--- src/rtl/pipe_pkg.sv ---
// Shared pipeline types and defaults for the ID/EX boundary: control bundle
// layout, bubble constant and default field widths.
package pipe_pkg;

  localparam int DATA_W  = 32;
  localparam int REG_AW  = 5;
  localparam int FUNCT_W = 6;

  typedef struct packed {
    logic regDest;
    logic memRead;
    logic memToReg;
    logic aluOp;
    logic memWrite;
    logic aluSrc;
    logic regWrite;
    logic branch;
  } ctrl_t;

  localparam ctrl_t CTRL_BUBBLE = '0;

endpackage

--- src/rtl/hazard_detect.sv ---
// Load-use hazard check: the load in EX targets a register the ID instruction
// reads. Purely combinational; register index 0 never matches.
module hazard_detect #(
  parameter int REG_AW = 5
) (
  input  logic              ex_valid,
  input  logic              ex_memRead,
  input  logic [REG_AW-1:0] ex_rt,
  input  logic              id_valid,
  input  logic [REG_AW-1:0] id_rs,
  input  logic [REG_AW-1:0] id_rt,
  input  logic              uses_rt,
  output logic              hazard_o
);

  logic w_load_in_ex;
  logic w_rs_match;
  logic w_rt_match;

  assign w_load_in_ex = ex_valid & ex_memRead & (ex_rt != '0) & id_valid;
  assign w_rs_match   = (ex_rt == id_rs);
  assign w_rt_match   = (ex_rt == id_rt) & uses_rt;
  assign hazard_o     = w_load_in_ex & (w_rs_match | w_rt_match);

endmodule

--- src/rtl/id_ex_stage.sv ---
// ID/EX pipeline register with load-use bubble insertion, branch flush and
// downstream hold. Optional perf counters under ID_EX_PERF_CNT_EN.
module id_ex_stage #(
  parameter int DATA_W = 32,
  parameter int REG_AW = 5
) (
  input  logic              clk,
  input  logic              rst_n,
  input  logic              id_regDest,
  input  logic              id_memRead,
  input  logic              id_memToReg,
  input  logic              id_aluOp,
  input  logic              id_memWrite,
  input  logic              id_aluSrc,
  input  logic              id_regWrite,
  input  logic              id_branch,
  input  logic              id_valid,
  input  logic [DATA_W-1:0] id_rs_data,
  input  logic [DATA_W-1:0] id_rt_data,
  input  logic [DATA_W-1:0] id_imm,
  input  logic [DATA_W-1:0] id_pc_plus4,
  input  logic [REG_AW-1:0] id_rs,
  input  logic [REG_AW-1:0] id_rt,
  input  logic [REG_AW-1:0] id_rd,
  input  logic [5:0]        id_funct,
  input  logic              flush_i,
  input  logic              hold_i,
  output logic              ex_regDest,
  output logic              ex_memRead,
  output logic              ex_memToReg,
  output logic              ex_aluOp,
  output logic              ex_memWrite,
  output logic              ex_aluSrc,
  output logic              ex_regWrite,
  output logic              ex_branch,
  output logic              ex_valid,
  output logic [DATA_W-1:0] ex_rs_data,
  output logic [DATA_W-1:0] ex_rt_data,
  output logic [DATA_W-1:0] ex_imm,
  output logic [DATA_W-1:0] ex_pc_plus4,
  output logic [REG_AW-1:0] ex_rs,
  output logic [REG_AW-1:0] ex_rt,
  output logic [REG_AW-1:0] ex_rd,
  output logic [5:0]        ex_funct,
  output logic              stall_o,
  output logic              hazard_o
`ifdef ID_EX_PERF_CNT_EN
  ,
  output logic [31:0]       bubble_cnt_o,
  output logic [31:0]       flush_cnt_o
`endif
);

  import pipe_pkg::*;

  ctrl_t               r_ctrl;
  logic                r_valid;
  logic [DATA_W-1:0]   r_rs_data;
  logic [DATA_W-1:0]   r_rt_data;
  logic [DATA_W-1:0]   r_imm;
  logic [DATA_W-1:0]   r_pc_plus4;
  logic [REG_AW-1:0]   r_rs;
  logic [REG_AW-1:0]   r_rt;
  logic [REG_AW-1:0]   r_rd;
  logic [FUNCT_W-1:0]  r_funct;

  ctrl_t w_id_ctrl;
  logic  w_uses_rt;
  logic  w_hazard;
  logic  w_clear;

  assign w_id_ctrl = '{regDest:  id_regDest,
                       memRead:  id_memRead,
                       memToReg: id_memToReg,
                       aluOp:    id_aluOp,
                       memWrite: id_memWrite,
                       aluSrc:   id_aluSrc,
                       regWrite: id_regWrite,
                       branch:   id_branch};

  // rt is a source for R-type ALU ops, stores (data) and beq (compare).
  assign w_uses_rt = ~id_aluSrc | id_memWrite | id_branch;

  hazard_detect #(
    .REG_AW(REG_AW)
  ) u_hazard_detect (
    .ex_valid   (r_valid),
    .ex_memRead (r_ctrl.memRead),
    .ex_rt      (r_rt),
    .id_valid   (id_valid),
    .id_rs      (id_rs),
    .id_rt      (id_rt),
    .uses_rt    (w_uses_rt),
    .hazard_o   (w_hazard)
  );

  assign hazard_o = w_hazard;
  assign stall_o  = w_hazard | hold_i;

  // Reset, flush and an unheld hazard all collapse to loading an all-zero bubble.
  assign w_clear = ~rst_n | flush_i | (~hold_i & w_hazard);

  always_ff @(posedge clk) begin
    if (w_clear) begin
      r_ctrl     <= CTRL_BUBBLE;
      r_valid    <= 1'b0;
      r_rs_data  <= '0;
      r_rt_data  <= '0;
      r_imm      <= '0;
      r_pc_plus4 <= '0;
      r_rs       <= '0;
      r_rt       <= '0;
      r_rd       <= '0;
      r_funct    <= '0;
    end else if (!hold_i) begin
      r_ctrl     <= w_id_ctrl;
      r_valid    <= id_valid;
      r_rs_data  <= id_rs_data;
      r_rt_data  <= id_rt_data;
      r_imm      <= id_imm;
      r_pc_plus4 <= id_pc_plus4;
      r_rs       <= id_rs;
      r_rt       <= id_rt;
      r_rd       <= id_rd;
      r_funct    <= id_funct;
    end
  end

  assign ex_regDest  = r_ctrl.regDest;
  assign ex_memRead  = r_ctrl.memRead;
  assign ex_memToReg = r_ctrl.memToReg;
  assign ex_aluOp    = r_ctrl.aluOp;
  assign ex_memWrite = r_ctrl.memWrite;
  assign ex_aluSrc   = r_ctrl.aluSrc;
  assign ex_regWrite = r_ctrl.regWrite;
  assign ex_branch   = r_ctrl.branch;
  assign ex_valid    = r_valid;
  assign ex_rs_data  = r_rs_data;
  assign ex_rt_data  = r_rt_data;
  assign ex_imm      = r_imm;
  assign ex_pc_plus4 = r_pc_plus4;
  assign ex_rs       = r_rs;
  assign ex_rt       = r_rt;
  assign ex_rd       = r_rd;
  assign ex_funct    = r_funct;

`ifdef ID_EX_PERF_CNT_EN
  logic [31:0] r_bubble_cnt;
  logic [31:0] r_flush_cnt;

  always_ff @(posedge clk) begin
    if (!rst_n) begin
      r_bubble_cnt <= '0;
      r_flush_cnt  <= '0;
    end else begin
      if (w_hazard && !flush_i && !hold_i) r_bubble_cnt <= r_bubble_cnt + 32'd1;
      if (flush_i) r_flush_cnt <= r_flush_cnt + 32'd1;
    end
  end

  assign bubble_cnt_o = r_bubble_cnt;
  assign flush_cnt_o  = r_flush_cnt;
`endif

endmodule

--- config.mk ---
export PLATFORM = sky130hd
export DESIGN_NAME = id_ex_stage
export DESIGN_NICKNAME = d
export VERILOG_FILES = /design/src/rtl/pipe_pkg.sv /design/src/rtl/hazard_detect.sv /design/src/rtl/id_ex_stage.sv
export SDC_FILE = /design/constraint.sdc
export NUM_CORES = 1
export LEC_CHECK = 0
export CAP_MARGIN = 0
export CORE_MARGIN = 5
export CORE_UTILIZATION = 38
export CTS_CLUSTER_SIZE = 24
export DETAILED_ROUTE_END_ITERATION = 8
export GPL_TIMING_DRIVEN = 1
export PLACE_DENSITY = 0.77
export SETUP_SLACK_MARGIN = 0.4
export SYNTH_ARGS = -nofsm -noshare
export SYNTH_HDL_FRONTEND = slang
export SYNTH_SLANG_ARGS = --single-unit
--- constraint.sdc ---
create_clock -name clk -period 2.09 [get_ports clk]
set_input_delay 0.5225 -clock clk [delete_from_list [all_inputs] [get_ports clk]]
set_output_delay 0.5225 -clock clk [all_outputs]
set_load 0.01 [all_outputs]
==> metrics <==
status=finished with violations; failing checks=setup timing; Placed Cells=1,238; worst-path fanout max=4; f_max=418 MHz; slew margin rel.=0.562; crit path DAT=1870 ps; H-tree level count=4; YS warnings=0; # hold bufs at CTS=0; Syn Area/Cell=9.82 sq um; Final WS setup=-305 ps; Clock Tree Root=clkbuf_16; Finished Layout Cells=1,280; Clock Skew=10.6 ps; total power=7900 uW; TritonCTS buffer count=17; Die Y=148 microns; layout cells sized above 1=0.0860; Logic pwr share=0.180; Clock transition at path regs=70 ps; kind of start point of the critical path=register; fin crit share=1.15; Core Footprint=0.0188 sq mm; Area growth syn-to-layout=61.1%; clock buffer depth=2; initial core utilization=0.388; die area=0.0220 sq mm; P_leak=0.00705 uW; IO buf count=321; critical path class=reg -> out; grt ovf=0; RSZ-0062 raised after global routing=true; number of synthesized register bits=158; sequential area share after synthesis=0.435; I/O pin count=322; Hold Slack=551 ps; Final Setup Violations=8; CTS tree=yes; largest net degree at the start of global routing=80; Max stage delay on crit path=530 ps; number of global-route vias before repair=6,683; final hold vios=0; # rows=50; Post-synth EDFFs=0; Clk pwr share=0.401; antenna-violating nets left=0; final net count=1,195; # DRC=0; Syn Nets=903; Skew-Pair Late Insertion Delay=420 ps; Via density=5.58; top_reg_cell synth=dfxtp_1; max-cap violations=0; Synth top area share=0.435; CP Capture Type=primary output; Min Clock Period, post-route=2390 ps; critical-path cell list=or4_4 > o2111ai_4 > o21ai_4 > buf_6; slew of the pin with the lowest slew margin=657 ps; commonest cells in the netlist=a21o_1, a22o_1, and3_1, dfxtp_1, clkbuf_1; leading area contributor after synthesis=dfxtp_1; Power Density=674 mW/mm^2; Async SR Flop Fraction=0; Hold Crit Class=reg -> reg; sequential power share=0.418; Starting DRT DRC Count=425; RD Place Congestion=0.779; Max rail drop VDD=0.529 mV; clock sinks=158; final WL=26,200 microns; Distinct cells, synth=19; Initial DRT Pass Iterations=4; Post-Place Setup Slack=-993 ps; WP data required=1570 ps; Synth area leaders=dfxtp_1, a22o_1, a21o_1; first-pass GRT wire length=37,600 microns; Net Sw Frac=0.258; Max Transition Viols Final=0; DR vias=7,146; Die X=148 microns; Post-Syn Instances=741; # diodes=0; initial antenna violation count=0; HPWL Detailed=16,100 microns; internal cell power=5860 uW; Tot GR Track Use=0.211; synthesized cell area=0.00728 sq mm; Sw Pwr=2040 uW; Slowest cell on crit path=or4_4; DR WL/cell=20.4 microns
==> cell families after synthesis <==
group | after synthesis | synth area share
AO/OA/AOI/OAI | 319 | 0.357
AND/OR/NAND/NOR | 167 | 0.143
flip-flops | 158 | 0.435
buffers and inverters | 87 | 0.0536
XOR/XNOR | 10 | 0.0120
==> worst max-delay path, delay by kind of cell (launching register included) <==
kind | cells | cell delay (ps)
buffers and inverters | 1 | 130
and+or+nand+nor | 1 | 530
AOI/OAI and AO/OA | 2 | 440
DFF | 1 | 350
==> final cells by class <==
| type | count | area, sq um |
|---|---|---|
| Sequential cell | 158 | 3170 |
| Timing Repair Buffer | 359 | 3850 |
| Inverter | 1 | 5.00 |
| Clock buffer | 18 | 439 |
| Multi-Input combinational cell | 496 | 3810 |
| Clock inverter | 14 | 156 |
| Fill cell | 1552 | 7050 |
| Tap cell | 234 | 293 |
==> flip-flops by register name, indices dropped and copies added (netlist names) <==
register,flops
ex_rt,5
ex_memWrite,1
ex_aluOp,1
ex_memRead,1
ex_memToReg,1
ex_rt_data,32
ex_pc_plus4,32
ex_regDest,1
ex_funct,6
ex_branch,1
ex_imm,32
ex_rs_data,32
ex_aluSrc,1
ex_regWrite,1
ex_valid,1
ex_rs,5
ex_rd,5
==> power by group through the flow <==
stage	Sequential [uW]	Combinational (uW)	Clock [uW]
after detailed placement	3370	1440	0
after global placement	3370	1430	0
after floorplan	3460	504	0
after CTS	3310	1430	3220
after global routing	3330	1520	3370
final	3310	1420	3170
==> layer usage <==
metal  vias up  wire [microns]  GRT usage
li1       3408               -          -
met1      3412           10900      0.274
met2       299           12400      0.337
met3        27            2390     0.0679
met4         0             463     0.0582
met5         -               0          0
==> stage by stage <==
step / setup TNS, ps / instance area, sq um / utilization
after CTS: -6520 / 11400 / 0.608
final: -636 / 11700 / 0.624
after floorplan: -13.4 / 7450 / -
after detailed placement: -87730 / 10800 / 0.573
after global routing: -9220 / 11700 / 0.624
after global placement: -89740 / 10800 / 0.573
==> cell usage in the layout, fill, tap and decap left out, types with 2 or more instances in the layout <==
cell,count
clkinv_4,3
a22o_1,158
a21o_1,158
dfxtp_1,156
buf_16,4
clkdlybuf4s15_1,3
bufinv_16,2
buf_6,3
xor2_1,8
inv_6,3
clkdlybuf4s50_1,242
clkinvlp_4,3
dlymetal6s2s_1,42
dlygate4sd2_1,29
clkbuf_16,23
buf_12,7
clkinv_2,3
xor2_2,2
clkdlybuf4s15_2,2
buf_4,19
and3_1,158
==> path summary, 6_finish.rpt <==
| path | startpoint | to | slack, ps | cells after the start |
|---|---|---|---|---|
| hold / removal | ex_rt_data[21] | ex_rt_data[21] | 550 | 2 |
| hold reg to reg | ex_rt_data[21] | ex_rt_data[21] | 550 | 2 |
| setup / recovery | ex_rt[0] | stall_o | -300 | 4 |
| setup reg to reg | ex_rt[0] | ex_rt_data[30] | -30 | 7 |
==> timing repair <==
action                     CTS  global route
setup endpoints to repair  318           294
gates resized for setup     60            53
cloned                       2             7
hold endpoints to repair     0             0
pin swaps                    8             8
buffers inserted             0             1
Power figures use the tool's default switching activity.
